## src/rtl/toggle_event_decoder.sv

```systemverilog
// -----------------------------------------------------------------------------
// toggle_event_decoder
// Receive end of a toggle-signalled event link. The transmitter flips t_in once
// per event; this block synchronises t_in, turns every level change into a
// one-cycle pulse, queues events as a pending count drained by a valid/ready
// handshake, and keeps a wrapping total plus a sticky overflow flag.
//
// Optional feature macro: TOGGLE_ACK_EN (adds ack_toggle, flipped on each pop).
//
// Parameters
//   SYNC_STAGES : synchroniser depth on t_in (>= 2)
//   PEND_W      : pending counter width, saturates at 2^PEND_W-1
//   CNT_W       : wrapping total counter width
//
// Ports
//   clk        : clock, rising edge
//   rst        : asynchronous active-low reset
//   t_in       : asynchronous toggle line, one event per level change
//   clr        : synchronous clear of pend_cnt, total_cnt, overflow
//   evt_ready  : consumer takes one event when evt_valid & evt_ready
//   evt_pulse  : one-cycle pulse per detected transition
//   evt_valid  : pend_cnt is nonzero
//   pend_cnt   : events detected and not yet consumed
//   total_cnt  : events detected since reset/clr, wraps
//   overflow   : sticky, event arrived while pend_cnt saturated
//   ack_toggle : (TOGGLE_ACK_EN only) flips on every pop
// -----------------------------------------------------------------------------
module toggle_event_decoder #(
    parameter int unsigned SYNC_STAGES = 2,
    parameter int unsigned PEND_W      = 4,
    parameter int unsigned CNT_W       = 8
) (
    input  logic              clk,
    input  logic              rst,
    input  logic              t_in,
    input  logic              clr,
    input  logic              evt_ready,
    output logic              evt_pulse,
    output logic              evt_valid,
    output logic [PEND_W-1:0] pend_cnt,
    output logic [CNT_W-1:0]  total_cnt,
    output logic              overflow
`ifdef TOGGLE_ACK_EN
    ,
    output logic              ack_toggle
`endif
);

    localparam logic [PEND_W-1:0] PEND_MAX = {PEND_W{1'b1}};

    logic [SYNC_STAGES-1:0] r_sync;
    logic                   r_prev;
    logic                   r_evt_pulse;
    logic                   r_evt_valid;
    logic [PEND_W-1:0]      r_pend;
    logic [CNT_W-1:0]       r_total;
    logic                   r_ovf;

    logic                   w_evt;
    logic                   w_pop;
    logic [PEND_W-1:0]      w_pend_nxt;
    logic [CNT_W-1:0]       w_total_nxt;
    logic                   w_ovf_nxt;

    // Synchroniser chain and previous-level register; never touched by clr.
    always_ff @(posedge clk or negedge rst) begin
        if (!rst) begin
            r_sync <= '0;
            r_prev <= 1'b0;
        end else begin
            r_sync <= {r_sync[SYNC_STAGES-2:0], t_in};
            r_prev <= r_sync[SYNC_STAGES-1];
        end
    end

    assign w_evt = r_sync[SYNC_STAGES-1] ^ r_prev;
    assign w_pop = r_evt_valid & evt_ready;

    // Next-state for the counters; clr dominates both event and pop.
    always_comb begin
        w_pend_nxt  = r_pend;
        w_total_nxt = r_total;
        w_ovf_nxt   = r_ovf;
        if (clr) begin
            w_pend_nxt  = '0;
            w_total_nxt = '0;
            w_ovf_nxt   = 1'b0;
        end else begin
            if (w_evt) begin
                w_total_nxt = r_total + CNT_W'(1);
            end
            if (w_evt && !w_pop) begin
                // Saturated queue: event is lost, only the flag records it.
                if (r_pend == PEND_MAX) begin
                    w_ovf_nxt = 1'b1;
                end else begin
                    w_pend_nxt = r_pend + PEND_W'(1);
                end
            end else if (!w_evt && w_pop) begin
                w_pend_nxt = r_pend - PEND_W'(1);
            end
        end
    end

    // Registered outputs; evt_valid is registered from the next pend value so
    // it tracks pend_cnt exactly without a combinational output path.
    always_ff @(posedge clk or negedge rst) begin
        if (!rst) begin
            r_evt_pulse <= 1'b0;
            r_evt_valid <= 1'b0;
            r_pend      <= '0;
            r_total     <= '0;
            r_ovf       <= 1'b0;
        end else begin
            r_evt_pulse <= w_evt;
            r_evt_valid <= (w_pend_nxt != '0);
            r_pend      <= w_pend_nxt;
            r_total     <= w_total_nxt;
            r_ovf       <= w_ovf_nxt;
        end
    end

    assign evt_pulse = r_evt_pulse;
    assign evt_valid = r_evt_valid;
    assign pend_cnt  = r_pend;
    assign total_cnt = r_total;
    assign overflow  = r_ovf;

`ifdef TOGGLE_ACK_EN
    logic r_ack;

    // Two-phase acknowledge back to the transmitter; independent of clr.
    always_ff @(posedge clk or negedge rst) begin
        if (!rst) begin
            r_ack <= 1'b0;
        end else begin
            r_ack <= r_ack ^ w_pop;
        end
    end

    assign ack_toggle = r_ack;
`endif

endmodule

```

## config.mk

```make
export PLATFORM = sky130hd
export DESIGN_NAME = toggle_event_decoder
export DESIGN_NICKNAME = d
export VERILOG_FILES = /design/src/rtl/toggle_event_decoder.sv
export SDC_FILE = /design/constraint.sdc
export NUM_CORES = 1
export LEC_CHECK = 0
export ABC_AREA = 1
export CAP_MARGIN = 10
export CORE_MARGIN = 2
export CORE_UTILIZATION = 46
export CTS_CLUSTER_DIAMETER = 50
export CTS_CLUSTER_SIZE = 20
export DETAILED_ROUTE_END_ITERATION = 8
export DONT_BUFFER_PORTS = 1
export PLACE_DENSITY_LB_ADDON = 0.05
export SETUP_SLACK_MARGIN = 0.02
export SYNTH_ARGS = -nofsm -noshare
export SYNTH_HDL_FRONTEND = slang
export SYNTH_SLANG_ARGS = --single-unit
```

## constraint.sdc

```tcl
create_clock -name clk -period 3.5 [get_ports clk]
set_input_delay 0.175 -clock clk [delete_from_list [all_inputs] [get_ports clk]]
set_output_delay 0.175 -clock clk [all_outputs]
set_load 0.01 [all_outputs]
```

**Word-level counts from Yosys, hierarchy flattened**

Index checks and enable logic that the tools add are counted.

- Register bits: 18
- Input port bits: 5
- ROM bits: 0
- RAM bits: 0
- Output and inout port bits: 15
- Memories: 0
- Latch bits: 0
- Word-level logic and storage cells: 31

- Multipliers: 0
- Equal/unequal tests: 1
- Add/subtract/negate cells: 3
- Divide/modulo/power cells: 0
- Shifts and indexed selects: 0
- Reduce and logical (&&, ||, !) cells: 9
- $lt $le $gt $ge: 0
- Muxes and demuxes: 9
- Bitwise logic cells: 2

Operator list:

| operator | count |
|---|---|
| 2-to-1 mux 4 bit | 4 |
| 2-to-1 mux 8 bit | 2 |
| adder 8 x 1 -> 8 bit, second input constant | 1 |
| nonzero test 2 bit | 3 |
| adder 4 x 1 -> 4 bit, second input constant | 1 |
| equality test 4 bit, second input constant | 1 |
| nonzero test 4 bit | 1 |
| subtractor 4 x 1 -> 4 bit, second input constant | 1 |
| 2-to-1 mux 1 bit | 3 |
| logical AND 1 bit | 2 |
| logical NOT 1 bit | 2 |
| AND reduction 2 bit | 1 |
| AND 1 bit | 1 |
| bitwise XOR 1 bit | 1 |

**Logic depth before layout (Yosys ltp)**

Gate-level depths: netlist of the first run.

- Depth after elaboration: 7
- Mapped depth: 11
- Gate-level depth less buffers: 11

**Least setup slack after synthesis of the first run**

Ideal clock, no wire load.

- Path kind: reg-to-reg
- Start point: reg r_pend[0], in the netlist pend_cnt[0]
- End point: reg r_evt_valid, in the netlist evt_valid
- Clock period less this slack: 1374 ps
- Stages on the path, launching flop included: 11
- Path buffers: 0
- Data required time: 3383 ps
- Setup slack: 2126 ps
- Library setup time: 117 ps
- Arrival: 1257 ps
- Path through: dfrtp_1 > inv_1 > ha_1 > inv_1 > nand2_1 > nand2_1 > nand2_1 > nand2_1 > a21oi_2 > nor2_1 > nand2_1

- Cells in the longest elaborated chain, start to end: 5
- Elaborated cells between the ends (all ways): 8
- Those cells by class: add/sub: 2; eq/ne: 1; mux: 4; reduce/logical: 1

Ends and longest elaborated chain:

| element | line | RTL |
|---|---|---|
| start, declared | 55 | `logic [PEND_W-1:0] r_pend;` |
| start signal, assigned | 117 | `r_pend <= w_pend_nxt;` |
| subtractor 4 x 1 -> 4 bit (tied with other cells) | 100 | `w_pend_nxt = r_pend - PEND_W'(1);` |
| 2-to-1 mux 4 bit (on tied branches) | 99, 94 |  |
| 2-to-1 mux 4 bit (*) | 92 | `if (w_evt && !w_pop) begin` |
| 2-to-1 mux 4 bit (*) | 84 | `if (clr) begin` |
| net w_pend_nxt[1] | 61 | `logic [PEND_W-1:0] w_pend_nxt;` |
| nonzero test 4 bit (*) | 116 | `r_evt_valid <= (w_pend_nxt != '0);` |
| end signal, assigned | 116 |  |
| end, declared | 54 | `logic r_evt_valid;` |

The timed path passes the listed nets; every way through them passes the cells marked *.
A chain may end at the register's enable or synchronous reset.

**Final worst setup path of the first run**

Ends and elaborated chain as after synthesis.

==> summary.md, run 1 <==
| Metric | Value |
|---|---|
| Hold WC Path Type | in2reg |
| Initial antenna violation count | 0 |
| GR Util met3 | 4.09% |
| Via count | 840 |
| TritonRoute pass-1 iters | 4 |
| Routing usage on met2 | 34.0% |
| Post-synthesis register bit count | 18 |
| HPWL Detailed | about 1500 microns |
| Largest net degree at the start of global routing | 19 |
| Post-Synthesis Net Count | 145 |
| Min Tclk post-route | 1530 ps |
| Clock latency on the worst-skew pair | 290 ps |
| Final Cycle Share | 43.7% |
| Headroom to the max-slew limit | 45.3% |
| Core area | approximately 0.0022 sq mm |
| Area growth syn-to-layout | 9.15% |
| Setup Skew | 8.42 ps |
| Crit end category | flop |
| Critical Path AT | 1730 ps |
| Register area share after synthesis | 43.9% |
| Status | completed |
| Slowest CP cell | dfrtp_1 |
| Total leakage power | approximately 0.60 nW |
| Critical Path Source Type | flop |
| Yosys cell types | 22 |
| GRT Util Overall | 19.3% |
| Layout cell share with drive strength beyond 1 | 9.79% |
| IO Pins | 20 |
| Initial DRC count | 9 |
| GR Overflow Total | 0 |
| Reg area | about 450 sq um |
| Sequential share of power | 50.6% |
| FF-to-FF setup slack | 1970 ps |
| Worst min-delay path startpoint | clr |
| CTS Buffer Depth | 2 |
| Sink Count | 18 |
| Port bufs | 0 |
| CTS H-Tree Depth | 1 |
| Hold path depth | 3 |
| EDFF count, synth | 0 |
| Final Hold Violating Endpoints | 0 |
| Layout Cells excl Fill | ~170 |
| Register-to-Register Path Depth | 10 |
| Die ar. | 0.00262 sq mm |
| Area of the multi-input gates | 474 sq um |
| Clock root cell | clkbuf_4 |
| Placer Congestion | 0.854 |
| Crit Path Max Fanout | 6 |
| Measured slew at the worst slew-check pin | 818 ps |
| # nets final | 152 |
| Crit-path max cell delay | 480 ps |
| Setup violators final | 0 |
| Num CTS Buffers | 3 |
| TNS Setup | 0 ps |
| Final cell utilization of the core | 51.6% |
| Reg clk slew, reported paths | 110 ps |
| Clock network power share | ~25% |
| Met1 Usage GRT | 22.1% |
| Initial core utilization | 47.3% |
| CTS tree | built |
| Reg2reg end | evt_valid$_DFF_PN0_ |
| Power Total | roughly 0.00052 W |
| Internal power | 0.000335 W |
| Top_reg_cell synth | dfrtp_1 |
| Hold EP | total_cnt[6]$_DFFE_PN0P_ |
| Rows | 17 |
| N_diodes | 0 |
| Fillers | ~240 |
| Number of routed nets with antenna violations | 0 |
| Synth Instances | ~140 |
| First-pass GRT wire length | about 3700 microns |
| Synth async-reset ratio | 100% |
| Yosys warns | 0 |
| Max-slew violations | 0 |
| Critical R2R Launch | pend_cnt[0]$_DFF_PN0_ |
| Vias in the first global route | 890 |
| Post-CTS setup buffers | 0 |
| Crit path cell chain | inv_1 -> ha_1 -> inv_1 -> nand2_1 -> nand2_1 -> nand2_1 -> nand2_1 -> a21oi_2 -> nor2_1 -> nand2_1 |
| Die Wd | about 51 microns |
| Maximum VDD drop | 298 uV |
| FMAX | 654 MHz |
| Crit-path most repeated cell | nand2_1 |
| NetSw | 0.000182 W |
| Max Cap Viol | 0 |
| WL/cell | around 12 microns |
| Vias per std cell | 4.91 |
| Final hold slack | 17.9 ps |
| Worst setup path startpoint | pend_cnt[0]$_DFF_PN0_ |
| Die H | a little over 50 microns |
| WP data required | 3700 ps |
| RSZ-0062 raised after global routing | false |
| Drt total wl | 2080 microns |
| Sw frac | a little over a third |
| Setup Crit Path Kind | reg2reg |
| Drc violations | 0 |
| Dpl cells | 164 |
| Syn_area_per_cell | 7.49 sq um |
| Pwr dens | 462 mW/mm^2 |
| Most Crowded Layer GR | met2 |
| Cell Area, Synth | 0.00103 sq mm |
| Logic gate share of total power | 24.7% |
## through the flow
stage	instance area (sq um)	setup slack [ps]
3_5_place_dp	1050	1940
2_1_floorplan	1030	2130
5_1_grt	1120	1790
6_report	1120	1970
3_3_place_gp	1050	1950
4_1_cts	1120	1930
## cell usage after synthesis (2+ instances only)
master | instances | area (sq um)
o21ai_0 | 5 | 25.0
nor2_2 | 2 | 12.5
nand2_1 | 38 | 143
inv_1 | 23 | 86.3
nand2_2 | 2 | 12.5
nand3_1 | 12 | 60.1
ha_1 | 3 | 37.5
a21oi_1 | 6 | 30.0
nor3_1 | 2 | 10.0
nor2_1 | 11 | 41.3
dfrtp_1 | 18 | 450
nand4_1 | 5 | 31.3
## state kept, by name (all words and copies together) (netlist names)
name / cells
r_sync: 2
evt_valid: 1
pend_cnt: 4
r_prev: 1
overflow: 1
evt_pulse: 1
total_cnt: 8
## cell usage in the layout, fill, tap and decap left out, types with 2 or more instances in the layout
cell type      instances
dlygate4sd3_1          3
nor3_1                 2
nand2_2                2
nand3_1               12
nor2_2                 2
nor2_1                11
nand2_1               38
inv_1                 23
o21ai_0                5
a21oi_1                6
ha_1                   3
clkbuf_4               3
dfrtp_1               18
nand4_1                5
## repair_timing
item / CTS / global route
resized for setup: 0 / 0
hold buffers: 3 / 0
endpoints found under the hold margin: 20 / 0
## worst max path at each step
stage | end
CTS | evt_valid$_DFF_PN0_
global placement | evt_valid$_DFF_PN0_
finish | evt_valid$_DFF_PN0_
detailed placement | evt_valid$_DFF_PN0_
global route | evt_valid$_DFF_PN0_
floorplan | evt_valid$_DFF_PN0_
## power by group through the flow
| stage | Combinational, W | Sequential, W | Clock (W) |
|---|---|---|---|
| 6_report | 0.000128 | 0.000262 | 0.000128 |
| 5_1_grt | 0.000151 | 0.000266 | 0.000148 |
| 4_1_cts | 0.000129 | 0.000263 | 0.000136 |
| 3_5_place_dp | 0.000122 | 0.000267 | 0 |
| 3_3_place_gp | 0.000122 | 0.000266 | 0 |
| 2_1_floorplan | 0.000108 | 0.000255 | 0 |
## metal layers
| layer | vias to the layer above | share of wire, % |
|---|---|---|
| met5 | - | 0 |
| met4 | 0 | 1.6 |
| met3 | 4 | 5.4 |
| met2 | 20 | 48 |
| met1 | 373 | 45 |
| li1 | 443 | - |
## cell type report
type | instances | share of cell area, %
multi-input combinational | 93 | 42.3
sequential | 18 | 40.2
tap | 28 | 3.13
clock buffer | 4 | 3.24
inverter | 25 | 8.38
timing repair buffer | 3 | 2.68
## kinds of logic after synthesis
kind of cell / share of synthesized area [%]
AOI/OAI and AO/OA: 6.71
adders and majority gates: 3.66
buffers and inverters: 9.88
DFF: 43.9
xor gates and xnor gates: 0.854
and+or+nand+nor: 35.0
## critical path, delay by kind of cell, from the launching register on
| kind | cells | cell delay, ps |
|---|---|---|
| flops | 1 | 480 |
| simple gates | 6 | 410 |
| fa+ha+maj | 1 | 320 |
| buf+inv | 2 | 170 |
| compound gates | 1 | 50 |
No activity file was read; power rests on OpenSTA's default activity.
==> inputs of run 2 (changes only) <==
==> constraint.sdc (replaced) <==
create_clock -name clk -period 1.3 [get_ports clk]
set_input_delay 0.065 -clock clk [delete_from_list [all_inputs] [get_ports clk]]
set_output_delay 0.065 -clock clk [all_outputs]
set_load 0.01 [all_outputs]
==> summary.md, run 2 (synthesis results as in run 1) <==
| Metric | Value |
|---|---|
| Worst setup margin | -15.5 ps (was 1970 ps) |
| Die Wd | 51.2 microns (unchanged) |
| Max Cap Viol | 0 (unchanged) |
| GRT Util Overall | 20.2% (was 19.3%) |
| Core area | 0.00217 sq mm (unchanged) |
| Setup violators final | 1 (was 0) |
| HPWL Detailed | 1710 microns (was 1550 microns) |
| Final hold slack | 14.4 ps (was 17.9 ps) |
| Setup Skew | 3.31 ps (was 8.42 ps) |
| Total leakage power | 0.714 nW (was 0.603 nW) |
| GR Overflow Total | 0 (unchanged) |
| WL/cell | 12.6 microns (was 12.2 microns) |
| TNS Setup | -15.5 ps (was 0 ps) |
| Initial antenna violation count | 0 (unchanged) |
| Clock root cell | clkbuf_4 (unchanged) |
| Vias in the first global route | 879 (was 890) |
| Maximum VDD drop | 976 uV (was 298 uV) |
| Die ar. | 0.00262 sq mm (unchanged) |
| CTS Buffer Depth | 2 (unchanged) |
| WP data required | 1500 ps (was 3700 ps) |
| Layout cell share with drive strength beyond 1 | 33.1% (was 9.79%) |
| Vias per std cell | 5.06 (was 4.91) |
| Worst setup path startpoint | pend_cnt[1]$_DFF_PN0_ (was pend_cnt[0]$_DFF_PN0_) |
| Initial core utilization | 47.3% (unchanged) |
| Die H | 51.2 microns (unchanged) |
| Final Hold Violating Endpoints | 0 (unchanged) |
| Pwr dens | 1220 mW/mm^2 (was 462 mW/mm^2) |
| CTS tree | built (unchanged) |
| Failing checks | setup timing |
| Crit Path Max Fanout | 4 (was 6) |
| CTS H-Tree Depth | 1 (unchanged) |
| First-pass GRT wire length | 3910 microns (was 3720 microns) |
| Status | finished, violations left (was completed) |
| Critical R2R Launch | pend_cnt[1]$_DFF_PN0_ (was pend_cnt[0]$_DFF_PN0_) |
| Initial DRC count | 23 (was 9) |
| Largest net degree at the start of global routing | 19 (unchanged) |
| FF-to-FF setup slack | -20 ps (was 1970 ps) |
| Hold WC Path Type | in2reg (unchanged) |
| Max-slew violations | 0 (unchanged) |
| Num CTS Buffers | 3 (unchanged) |
| Placer Congestion | 0.870 (was 0.854) |
| Min Tclk post-route | 1320 ps (was 1530 ps) |
| Most frequent cells in the layout | 34 x nand2_1, 20 x buf_4, 19 x inv_1, 16 x dfrtp_1, 10 x nor2_1 (was 38 x nand2_1, 23 x inv_1, 18 x dfrtp_1, 12 x nand3_1, 11 x nor2_1) |
| IO Pins | 20 (unchanged) |
| Area after DPL | 0.00118 sq mm (was 0.00105 sq mm) |
| Power Total | 0.00166 W (was 0.000517 W) |
| Sink Count | 18 (unchanged) |
| Clock latency on the worst-skew pair | 290 ps (about the same) |
| Number of flip-flops under the largest register name | 8 (unchanged) |
| Critical Path Source Type | flop (unchanged) |
| Area growth syn-to-layout | 32.8% (was 9.15%) |
| Worst min-delay path startpoint | clr (unchanged) |
| N_diodes | 0 (unchanged) |
| Final Cycle Share | 101% (was 43.7%) |
| Drt total wl | 2410 microns (was 2080 microns) |
| Measured slew at the worst slew-check pin | 798 ps (was 818 ps) |
| Number of routed nets with antenna violations | 0 (unchanged) |
| TritonRoute pass-1 iters | 4 (unchanged) |
| FMAX | 760 MHz (was 654 MHz) |
| RSZ-0062 raised after global routing | true (was false) |
| Crit end category | flop (unchanged) |
| Via count | 967 (was 840) |
| Most common cell after layout, fill and taps aside | nand2_1 (unchanged) |
| # nets final | 172 (was 152) |
| Rows | 17 (unchanged) |
| Headroom to the max-slew limit | 46.6% (was 45.3%) |
| Drc violations | 0 (unchanged) |
| Setup Crit Path Kind | reg2reg (unchanged) |
| Design area | 0.00136 sq mm (was 0.00112 sq mm) |
| Critical Path AT | 1510 ps (was 1730 ps) |
| Port bufs | 0 (unchanged) |
| Reg clk slew, reported paths | 100 ps (was 110 ps) |
==> run 2: changes by cell type in the layout (fill, tap and decap cells not counted), sizes merged <==
cell and change:
buf +20
==> run 2: cell type report <==
| cell class | count | area (sq um) |
|---|---|---|
| inverters | 25 | 93.8 |
| repair buffers | 23 | 180 |
| fillers | 201 | 807 |
| flip-flops and latches | 18 | 453 |
| well taps | 28 | 35.0 |
| clock buffers | 4 | 36.3 |
| multi-input cells | 93 | 564 |
==> run 2: critical path: stages (launching register included) <==
cell	delay, ps
dfrtp_2	470
buf_4	150
nor3_2	190
nand2_1	80
nand2_1	60
nand2_1	60
nand2_2	60
nand2_1	50
inv_1	40
nand2_1	40
==> run 2: stage by stage <==
stage	utilization, %	instances	worst slack, ps
CTS	59.2	186	-15.6
global route	62.8	191	-145
global placement	54.6	176	7.72
finish	62.8	191	-15.5
floorplan	-	137	34.8
detailed placement	54.6	176	-23.2
==> run 2: final timing paths <==
path / depth (start not counted) / end
setup reg to reg: 9 / evt_valid$_DFF_PN0_
hold reg to reg: 0 / r_sync[1]$_DFF_PN0_
max in group asynchronous: 1 / pend_cnt[0]$_DFF_PN0_
setup / recovery: 9 / evt_valid$_DFF_PN0_
hold / removal: 4 / pend_cnt[2]$_DFF_PN0_
min in group asynchronous: 1 / total_cnt[7]$_DFFE_PN0P_
==> run 2: power breakdown <==
group,total (W),leakage (nW),internal [W],switching [W]
logic,0.000617,0.461,0.000288,0.000330
registers,0.000694,0.232,0.000614,0.0000801
clock network,0.000346,0.0210,0.000171,0.000175
total,0.00166,0.714,0.00107,0.000585
==> run 2: layer usage <==
metal / global-route usage (%) / share of wire, %
met5: 0 / 0
met1: 24.5 / 44
met2: 35.5 / 51
met3: 2.63 / 3.0
met4: 9.21 / 1.7
==> run 2: timing repair <==
action,in CTS,in global routing
pin swaps,6,6
endpoints found under the hold margin,23,3
setup endpoints to repair,1,9
gates resized for setup,4,13
buffers inserted,4,4
hold buffers,2,1
==> inputs of run 3 (changes only) <==
--- a/config.mk
+++ b/config.mk
@@ -6,13 +6,15 @@
 export NUM_CORES = 1
 export LEC_CHECK = 0
 export ABC_AREA = 1
-export CAP_MARGIN = 10
+export CELL_PAD_IN_SITES_DETAIL_PLACEMENT = 1
+export CELL_PAD_IN_SITES_GLOBAL_PLACEMENT = 1
 export CORE_MARGIN = 2
-export CORE_UTILIZATION = 46
+export CORE_UTILIZATION = 39
 export CTS_CLUSTER_DIAMETER = 50
 export CTS_CLUSTER_SIZE = 20
 export DETAILED_ROUTE_END_ITERATION = 8
 export DONT_BUFFER_PORTS = 1
+export HOLD_SLACK_MARGIN = 0.12
 export PLACE_DENSITY_LB_ADDON = 0.05
 export SETUP_SLACK_MARGIN = 0.02
 export SYNTH_ARGS = -nofsm -noshare
==> summary.md, run 3 (synthesis results as in run 1) <==
| Metric | Value |
|---|---|
| Status | finished, violations left (unchanged) |
| Failing checks | setup timing (unchanged) |
| Initial DRC count | 21 (was 23) |
| Drt total wl | 3090 microns (was 2410 microns) |
| CP bufs+invs | 1 (was 2) |
| Rows | 18 (was 17) |
| Layout cell share with drive strength beyond 1 | 37.6% (was 33.1%) |
| Crit-path max cell delay | 460 ps (was 470 ps) |
| FF-to-FF setup slack | -70 ps (was -20 ps) |
| Worst setup margin | -72.1 ps (was -15.5 ps) |
| Setup violators final | 3 (was 1) |
| Pwr dens | 1200 mW/mm^2 (was 1220 mW/mm^2) |
| Measured slew at the worst slew-check pin | 818 ps (was 798 ps) |
| Most common cell after layout, fill and taps aside | nand2_1 (unchanged) |
| Via count | 1052 (was 967) |
| Final Hold Violating Endpoints | 0 (unchanged) |
| Hold WC Path Type | in2async (was in2reg) |
| # nets final | 182 (was 172) |
| Vias in the first global route | 1167 (was 879) |
| Setup Crit Path Kind | reg2reg (unchanged) |
| Largest net degree at the start of global routing | 19 (unchanged) |
| Max Cap Viol | 0 (unchanged) |
| Most frequent cells in the layout | 32 x nand2_1, 25 x buf_4, 16 x inv_1, 15 x dfrtp_1 (was 34 x nand2_1, 20 x buf_4, 19 x inv_1, 16 x dfrtp_1, 10 x nor2_1) |
| Min Tclk post-route | 1370 ps (was 1320 ps) |
| Number of routed nets with antenna violations | 0 (unchanged) |
| HPWL Detailed | 2260 microns (was 1710 microns) |
| Crit path cell chain | ha_4 -> nor2_2 -> nor2_4 -> nor2_1 -> a21oi_2 -> nand2_2 -> nand2_1 -> inv_1 -> nand2_1 (was buf_4 -> nor3_2 -> nand2_1 -> nand2_1 -> nand2_1 -> nand2_2 -> nand2_1 -> inv_1 -> nand2_1) |
| Crit Path Max Fanout | 4 (unchanged) |
| Clock root cell | clkbuf_4 (unchanged) |
| Reg clk slew, reported paths | 110 ps (was 100 ps) |
| Maximum VDD drop | 722 uV (was 976 uV) |
| Num CTS Buffers | 3 (unchanged) |
| Sink Count | 18 (unchanged) |
| Clock latency on the worst-skew pair | 300 ps (was 290 ps) |
| Initial core utilization | 41.4% (was 47.3%) |
| Port bufs | 0 (unchanged) |
| Max-slew violations | 0 (unchanged) |
| Area growth syn-to-layout | 43.4% (was 32.8%) |
| Dpl cells | 185 (was 176) |
| WL/cell | 15.2 microns (was 12.6 microns) |
| Crit end category | flop (unchanged) |
| CP delay by family, top | simple AND/OR/NAND/NOR gates (unchanged) |
| Crit-path most repeated cell | nand2_1 (unchanged) |
| CTS H-Tree Depth | 1 (unchanged) |
| Placer Congestion | 0.855 (was 0.870) |
| CTS Buffer Depth | 2 (unchanged) |
| TritonRoute pass-1 iters | 3 (was 4) |
| Headroom to the max-slew limit | 45.3% (was 46.6%) |
| WP data required | 1500 ps (about the same) |
| CTS tree | built (unchanged) |
| Final Cycle Share | 106% (was 101%) |
| Critical Path Source Type | flop (unchanged) |
| First-pass GRT wire length | 4990 microns (was 3910 microns) |
| IO Pins | 20 (unchanged) |
| Vias per std cell | 5.18 (was 5.06) |
| GRT Util Overall | 20.5% (was 20.2%) |
| Initial antenna violation count | 0 (unchanged) |
| Slowest CP cell | dfrtp_2 (unchanged) |
| Number of flip-flops under the largest register name | 8 (unchanged) |
| FMAX | 729 MHz (was 760 MHz) |
| Core area | 0.00248 sq mm (was 0.00217 sq mm) |
| Die Wd | 55.3 microns (was 51.2 microns) |
| Power Total | 0.00176 W (was 0.00166 W) |
| Die H | 55.3 microns (was 51.2 microns) |
| Die ar. | 0.00306 sq mm (was 0.00262 sq mm) |
| TNS Setup | -124 ps (was -15.5 ps) |
| Drc violations | 0 (unchanged) |
| Total leakage power | 0.757 nW (was 0.714 nW) |
| Critical Path AT | 1570 ps (was 1510 ps) |
| GR Overflow Total | 0 (unchanged) |
| Layout Cells excl Fill | 203 (was 191) |
| N_diodes | 0 (unchanged) |
| RSZ-0062 raised after global routing | true (unchanged) |
| Setup Skew | 7.95 ps (was 3.31 ps) |
-- run 3: area by class of cell --
cell class                      count  area, sq um
Clock buffer                        4         36.3
Fill cell                         311         1010
Inverter                           25         93.8
Multi-Input combinational cell     93          582
Sequential cell                    18          454
Tap cell                           30         37.5
Timing Repair Buffer               33          268
-- run 3: through the flow --
| step | instance area, sq um | util, % | setup slack (ps) | hold WS (ps) |
|---|---|---|---|---|
| after CTS | 1400 | 56.5 | -46.9 | 319 |
| final | 1470 | 59.4 | -72.1 | 294 |
| after detailed placement | 1240 | 50.1 | -64.2 | -230 |
| after floorplan | 1070 | - | 34.8 | -231 |
| after global routing | 1470 | 59.4 | -150 | 317 |
| after global placement | 1240 | 50.1 | -27.8 | -230 |
-- run 3: worst reg2reg max path: stages, from the launching register on --
cell and delay [ps]:
dfrtp_2 460, ha_4 190, nor2_2 120, nor2_4 60
nor2_1 150, a21oi_2 80, nand2_2 80, nand2_1 50
inv_1 50, nand2_1 50
-- run 3: routing by layer --
| layer | routed length [microns] | GRT usage [%] | part of all wire [%] |
|---|---|---|---|
| met5 | 0 | 0 | 0 |
| met4 | 85 | 8.71 | 2.8 |
| met3 | 97 | 3.04 | 3.1 |
| met2 | 1750 | 40.1 | 57 |
| met1 | 1150 | 21.3 | 37 |
-- run 3: path summary, 6_finish.rpt --
path                                            end                  start  cells after the start
setup reg to reg                evt_valid$_DFF_PN0_  pend_cnt[0]$_DFF_PN0_                      9
setup / recovery                evt_valid$_DFF_PN0_  pend_cnt[0]$_DFF_PN0_                      9
min in group clk                r_sync[0]$_DFF_PN0_                   t_in                      1
hold reg to reg                 r_sync[1]$_DFF_PN0_    r_sync[0]$_DFF_PN0_                      0
max in group asynchronous     pend_cnt[0]$_DFF_PN0_                    rst                      1
hold / removal             total_cnt[3]$_DFFE_PN0P_                    rst                      1
-- run 3: power by group --
part	internal (W)	switching (W)
logic	0.000336	0.000386
clock network	0.000171	0.000182
registers	0.000616	0.0000732
-- run 3: what timing repair did --
action / 4_1_cts / 5_1_grt
resized for setup: 5 / 20
pin swaps: 7 / 12
cloned: 0 / 0
hold buffers: 8 / 0
setup endpoints to repair: 5 / 11
hold endpoints to repair: 30 / 0
buffers inserted: 4 / 2
